<file path="config.mk">
export PLATFORM = sky130hd
export DESIGN_NAME = mmu
export DESIGN_NICKNAME = d
export VERILOG_FILES = /design/src/rtl/mmu_pkg.sv /design/src/rtl/mmu_pe.sv /design/src/rtl/mmu.sv
export SDC_FILE = /design/constraint.sdc
export NUM_CORES = 2
export LEC_CHECK = 0
export BUFFER_PORTS_ARGS = -buffer_cell sky130_fd_sc_hd__buf_2
export CAP_MARGIN = 20
export CORE_UTILIZATION = 65
export CTS_BUF_LIST = sky130_fd_sc_hd__clkbuf_4 sky130_fd_sc_hd__clkbuf_8
export DETAILED_ROUTE_END_ITERATION = 16
export HOLD_SLACK_MARGIN = 0.08
export PLACE_DENSITY = 0.84
export SETUP_SLACK_MARGIN = 0.2
export SLEW_MARGIN = 25
export SYNTH_ARGS = -nofsm -noshare
export SYNTH_HDL_FRONTEND = slang
export SYNTH_SLANG_ARGS = --single-unit
</file>
<file path="constraint.sdc">
create_clock -name clk -period 6.35 [get_ports clk]
set_input_delay 1.27 -clock clk [delete_from_list [all_inputs] [get_ports clk]]
set_output_delay 1.27 -clock clk [all_outputs]
set_load 0.03 [all_outputs]
</file>
<file path="src/rtl/mmu_pkg.sv">
// Shared widths and types for the 4x4 weight-stationary systolic multiply unit.
package mmu_pkg;

   localparam int N      = 4;
   localparam int DATA_W = 8;
   localparam int ACC_W  = 32;

   typedef logic [DATA_W-1:0] data_t;
   typedef logic [ACC_W-1:0]  acc_t;

   // One PE's multiply-accumulate: unsigned 8x8 product, zero-extended, sum wraps mod 2^32.
   function automatic acc_t pe_mac(input acc_t p_in, input data_t w, input data_t a);
      acc_t prod;
      prod = acc_t'(w) * acc_t'(a);
      return p_in + prod;
   endfunction

endpackage

</file>
<file path="src/rtl/mmu_pe.sv">
// Single processing element: stationary weight, activation pass-through register,
// and partial-sum register. Load mode shifts weights and flushes the pipeline.
module mmu_pe
   import mmu_pkg::*;
(
   input  logic  clk,
   input  logic  rst_n,
   input  logic  load,
   input  data_t w_in,
   input  data_t a_in,
   input  acc_t  p_in,
   output data_t w,
   output data_t a_reg,
   output acc_t  p_reg
);

   // Weight shift on load, hold during compute; reset wins over load.
   always_ff @(posedge clk) begin
      if (!rst_n) begin
         w <= '0;
      end else if (load) begin
         w <= w_in;
      end
   end

   // Activation and partial-sum pipeline; cleared on every load edge so a mode
   // switch mid-stream discards any in-flight sums.
   always_ff @(posedge clk) begin
      if (!rst_n) begin
         a_reg <= '0;
         p_reg <= '0;
      end else if (load) begin
         a_reg <= '0;
         p_reg <= '0;
      end else begin
         a_reg <= a_in;
         p_reg <= pe_mac(p_in, w, a_in);
      end
   end

endmodule

</file>
<file path="src/rtl/mmu.sv">
// 4x4 weight-stationary systolic matrix-multiply unit. Weights enter from the top
// one row per load edge; activations enter from the left pre-skewed by row; column
// sums leave the bottom row already registered.
module mmu
   import mmu_pkg::*;
(
   input  logic           clk,
   input  logic           rst_n,
   input  logic           control,
   input  logic [31:0]    data_arr,
   input  logic [31:0]    wt_arr,
   output logic [127:0]   acc_out
);

   data_t w_grid [N][N];
   data_t a_grid [N][N];
   acc_t  p_grid [N][N];

   for (genvar r = 0; r < N; r++) begin : g_row
      for (genvar c = 0; c < N; c++) begin : g_col
         data_t w_in;
         data_t a_in;
         acc_t  p_in;

         // Weights enter row 0 from wt_arr and ripple downward on each load edge.
         if (r == 0) begin : g_w_top
            assign w_in = wt_arr[DATA_W*c +: DATA_W];
         end else begin : g_w_chain
            assign w_in = w_grid[r-1][c];
         end

         // Activations enter column 0 from data_arr and move right one PE per edge.
         if (c == 0) begin : g_a_left
            assign a_in = data_arr[DATA_W*r +: DATA_W];
         end else begin : g_a_chain
            assign a_in = a_grid[r][c-1];
         end

         // Partial sums start at zero in row 0 and accumulate downward.
         if (r == 0) begin : g_p_top
            assign p_in = '0;
         end else begin : g_p_chain
            assign p_in = p_grid[r-1][c];
         end

         mmu_pe u_pe (
            .clk   (clk),
            .rst_n (rst_n),
            .load  (control),
            .w_in  (w_in),
            .a_in  (a_in),
            .p_in  (p_in),
            .w     (w_grid[r][c]),
            .a_reg (a_grid[r][c]),
            .p_reg (p_grid[r][c])
         );
      end
   end

   // Bottom-row partial sums are the column results; no extra register stage.
   for (genvar c = 0; c < N; c++) begin : g_out
      assign acc_out[ACC_W*c +: ACC_W] = p_grid[N-1][c];
   end

endmodule

</file>
* Word-level counts from Yosys, hierarchy flattened *
Index checks and enable logic that the tools add are counted.

operators by class
  shift operators = 0
  $add $sub $neg = 12
  bitwise logic cells = 1
  order comparisons = 0
  multipliers = 16
  divide/modulo/power cells = 0
  eq/ne operators = 0
  reductions and logical operators = 1
  muxes and demuxes = 0

operators with widths
  operator          number
  $add A32 B16 Y32  12
  $mul A8 B8 Y16    16
  $reduce_or A2 Y1  1
  $not A1 Y1        1

storage, ports and cells
  memory bits (writable) = 0
  memories kept = 0
  output and inout port bits = 128
  word-level logic and storage cells = 78
  bits in latches = 0
  input port bits = 67
  bits in read-only memories = 0
  bits in registers = 736

* Logic depth before layout (Yosys ltp) *
  word-level depth = 2
  mapped depth = 20
  mapped depth without buffers = 19

* By module *
A second synthesis with hierarchy kept.

second synthesis, totals
  cell total of the unflattened synthesis = 8441
  area total of the unflattened synthesis = 73877.1 um^2

modules (own cells, without submodules)
  module                               times used  sequential area each (um^2)  cells an instance  area each (um^2)
  mmu_pe (g_row[0].g_col[0].u_pe ...)  6           960.9                        522                4578.1
  mmu_pe (g_row[2].g_col[3].u_pe ...)  5           960.9                        513                4523.1
  mmu_pe (g_row[1].g_col[3].u_pe ...)  4           960.9                        559                4839.6
  mmu_pe (g_row[0].g_col[1].u_pe)      1           960.9                        507                4430.5
  mmu                                  1           0.0                          1                  3.8

* Least setup slack after synthesis *
No wires, ideal clock.

  path type = input -> register
  start = in data_arr[25]
  end = reg g_row[3].g_col[0].u_pe.p_reg[17]
  path slack = 0.971 ns
  stages on the path = 18
  library setup time = 0.128 ns
  path buffers = 1
  data arrival time = 5.252 ns
  data required time = 6.222 ns
  path through = clkbuf_1 -> nand2_1 -> fa_1 -> inv_1 -> fa_1 -> inv_1 -> fa_1 -> fa_1 -> inv_1 -> ha_1 -> o21a_1 -> o31a_1 -> nor4_2 -> o31ai_1 -> o41ai_2 -> o21ai_1 -> xnor2_1 -> nor2_1

between the ends
  cells in the longest elaborated chain, start to end = 2

ends and longest elaborated chain
  element               line           text
  from (decl)           mmu.sv:10      input logic [31:0] data_arr,
  $mul A8 B8 Y16        mmu_pkg.sv:14  prod = acc_t'(w) * acc_t'(a);
  $add A32 B16 Y32      mmu_pkg.sv:15  return p_in + prod;
  to (signal assigned)  mmu_pe.sv:37   p_reg <= pe_mac(p_in, w, a_in);
  to (decl)             mmu_pe.sv:14   output acc_t p_reg

Every way passes these cells.
A chain may end at the register's enable or synchronous reset.

* Final worst setup path *
  start = in data_arr[26]
  end = reg g_row[3].g_col[0].u_pe.p_reg[18]

The elaborated chain is that of the path after synthesis.

==> flow_metrics.env <==
export IMPL_status="finished, final reports clean"
export IMPL_min_period_ns=4.981
export IMPL_path_class="input port to flop"
export IMPL_rsz0062_at_grt="false"
export IMPL_grt_overflow=0
export IMPL_synthCells=6084
export IMPL_synth_edff_count=0
export IMPL_layout_drive_gt1_share=0.05455
export IMPL_portBuffers=146
export IMPL_yosys_area_top_type_share=0.2740
export IMPL_gp_congestion=0.8681
export IMPL_cts_resized=0
export IMPL_cap_violations=0
export IMPL_r2r_end="g_row[2].g_col[1].u_pe.p_reg[16]$_SDFF_PP0_"
export IMPL_fillers=6069
export IMPL_clockBufferDepth=3
export IMPL_placement_rows=105
export IMPL_numClockSinks=516
export IMPL_fin_util=0.7020
export IMPL_die_w_um=292.0
export IMPL_yosysTopAreaCell="fa_1"
export IMPL_synthTopCellsByArea="fa_1, dfxtp_1, ha_1, inv_1, and2_1"
export IMPL_postPlaceCellArea_sq_um=55930
export IMPL_cts_root_buffer="clkbuf_8"
export IMPL_worstSetupEndpointType="flop"
export IMPL_grt_first_pass_wirelength_um=195600
export IMPL_numCtsBuffers=92
export IMPL_ys_seq_area_frac=0.1890
export IMPL_min_from="g_row[2].g_col[0].u_pe.p_reg[18]$_SDFF_PP0_"
export IMPL_fmax_mhz=200.7
export IMPL_area_growth_pct=6.159
export IMPL_antenna_found_initial=4
export IMPL_period_share=0.7845
export IMPL_io_pins=195
export IMPL_worstReg2RegStart="g_row[2].g_col[1].u_pe.w[4]$_SDFFE_PN0P_"
export IMPL_drtIter0Drc=1729
export IMPL_synth_commonest_cells="inv_1, and2_1, fa_1"
export IMPL_rr_worst_depth=16
export IMPL_cellPowerDensity_nw_per_um2=132.0
export IMPL_grt_use_total=0.2773
export IMPL_synth_warnings=0
export IMPL_yosys_register_bits=516
export IMPL_worstHoldEndpoint="g_row[3].g_col[0].u_pe.p_reg[19]$_SDFF_PP0_"
export IMPL_finalHoldViolCount=0
export IMPL_design_area_sq_um=58010
export IMPL_p_leak_nw=30.74
export IMPL_final_nets=7586
export IMPL_cp_required_ns=6.94
export IMPL_cp_arrival_ns=5.57
export IMPL_fin_hold_ws_ns=0.4617
export IMPL_async_flop_share=0
export IMPL_drt_pass1_iterations=7
export IMPL_worst_pin_slew_ns=1.073
export IMPL_slew_viol_final=0
export IMPL_cts_hold_buf=0
export IMPL_critPathLaunchType="input port"
export IMPL_routedWlPerCell_um=15.32
export IMPL_ir_drop_mv=0.1623
export IMPL_synth_cell_types=68
export IMPL_drt_vias_per_instance=5.320
export IMPL_syn_avg_cell_area_sq_um=8.982
export IMPL_setup_tns_ns=0
export IMPL_finalSetupViolations=0
export IMPL_max_slew_margin=0.2846
export IMPL_grt_pass1_vias=42830
export IMPL_dieArea_sq_um=85240
export IMPL_seq_area_sq_um=10330
export IMPL_yosys_cell_count_top_type="inv_1"
export IMPL_die_h_um=292.0
export IMPL_path_clk_slew_ns=0.06
export IMPL_initial_core_util=0.6613
export IMPL_clk_latency_ns=0.73
export IMPL_detailed_place_hpwl_um=87110
export IMPL_grt_start_max_net_pins=110
export IMPL_wl_um=111700
export IMPL_cp_max_fo=9
export IMPL_tritoncts="yes"
export IMPL_hold_depth=2
export IMPL_pre_cts_ws_ns=0.6602
export IMPL_hp_class="flop to flop"
export IMPL_drc=0
export IMPL_vias=38770
export IMPL_multi_input_area_sq_um=38260
export IMPL_ant_nets=0
export IMPL_fin_ws_ns=1.369
export IMPL_syn_cell_area_sq_um=54650
export IMPL_fp_coreArea_sq_um=82640
export IMPL_r2r_slack_ns=1.46
export IMPL_largest_reg_flops=292
export IMPL_synth_flop_cell="dfxtp_1"
export IMPL_fin_worst_skew_ns=0.02833
export IMPL_post_cts_setup_buffers=0
export IMPL_htreeDepth=3
logic make-up after synthesis:
kind of cell / share of synthesized area
and+or+nand+nor: 0.1797
buffers and inverters: 0.1143
adders and majority gates: 0.4178
DFF: 0.1890
AOI/OAI and AO/OA: 0.05202
xor gates and xnor gates: 0.02308
muxes: 0.02399
other: 0.00006862
worst max-delay path by stage:
stage,cells past startpoint,endpoint,start
2_1_floorplan,18,g_row[3].g_col[0].u_pe.p_reg[17]$_SDFF_PP0_,data_arr[25]
3_5_place_dp,18,g_row[3].g_col[0].u_pe.p_reg[17]$_SDFF_PP0_,data_arr[29]
3_3_place_gp,18,g_row[3].g_col[0].u_pe.p_reg[17]$_SDFF_PP0_,data_arr[29]
5_1_grt,18,g_row[3].g_col[0].u_pe.p_reg[18]$_SDFF_PP0_,data_arr[26]
6_report,18,g_row[3].g_col[0].u_pe.p_reg[18]$_SDFF_PP0_,data_arr[26]
4_1_cts,18,g_row[3].g_col[0].u_pe.p_reg[17]$_SDFF_PP0_,data_arr[29]
area by class of cell:
class                           count  area share
Timing Repair Buffer              154     0.01447
Inverter                         1380     0.08929
Clock buffer                      135     0.02944
Multi-Input combinational cell   3999      0.6595
Antenna cell                        3   0.0001294
Sequential cell                   516      0.1781
Tap cell                         1070     0.02308
Clock inverter                     31    0.006017
power breakdown:
part           internal [mW]  total (mW)  switching (mW)  leakage [nW]
clock                   1.98        3.46            1.48          1.07
sequential              3.30        3.42           0.121          4.18
combinational          0.302       0.775           0.473          25.5
total                   5.58        7.66            2.08          30.7
metal layers:
metal	up-vias	wire length, um	global-route usage
met4	2	4365	0.1117
met1	19210	44190	0.3108
li1	18390	-	-
met3	283	4230	0.03593
met5	-	13	0
met2	888	58870	0.5261
worst max-delay path: stages:
cell and delay [ns]:
buf_2 0.18, nand2_1 0.10, fa_1 0.56, inv_1 0.06, fa_1 0.51, fa_1 0.57
inv_1 0.06, fa_1 0.53, inv_1 0.04, ha_1 0.26, a211oi_1 0.35, o211ai_1 0.18
a41oi_1 0.34, a21oi_1 0.16, nand3_1 0.12, a21oi_1 0.08, xnor2_1 0.15, nor2_1 0.05
metrics by stage:
step                      power [mW]  cells
after global routing           8.009   7288
after global placement         4.224   7118
final                          7.660   7288
after detailed placement       4.255   7118
after CTS                      7.739   7284
after floorplan                4.041   6131
cells in the final DEF (no fill, tap or decap), types with 19 or more instances in the layout:
master and instances:
dfxtp_1 516, a21o_1 62, inv_1 1380, a21oi_1 118, buf_2 144, nor3_1 75, xnor2_1 68, o21ai_1 38
fa_1 748, nor2b_1 172, o21a_1 42, nand2b_1 34, xor2_1 76, and2_1 778, clkbuf_4 24, nand2_1 470
mux2i_1 131, a211oi_1 19, o21ai_0 58, nor2_1 240, ha_1 628, nand3_1 31, clkbuf_8 112, conb_1 48
Power figures use the tool's default switching activity.
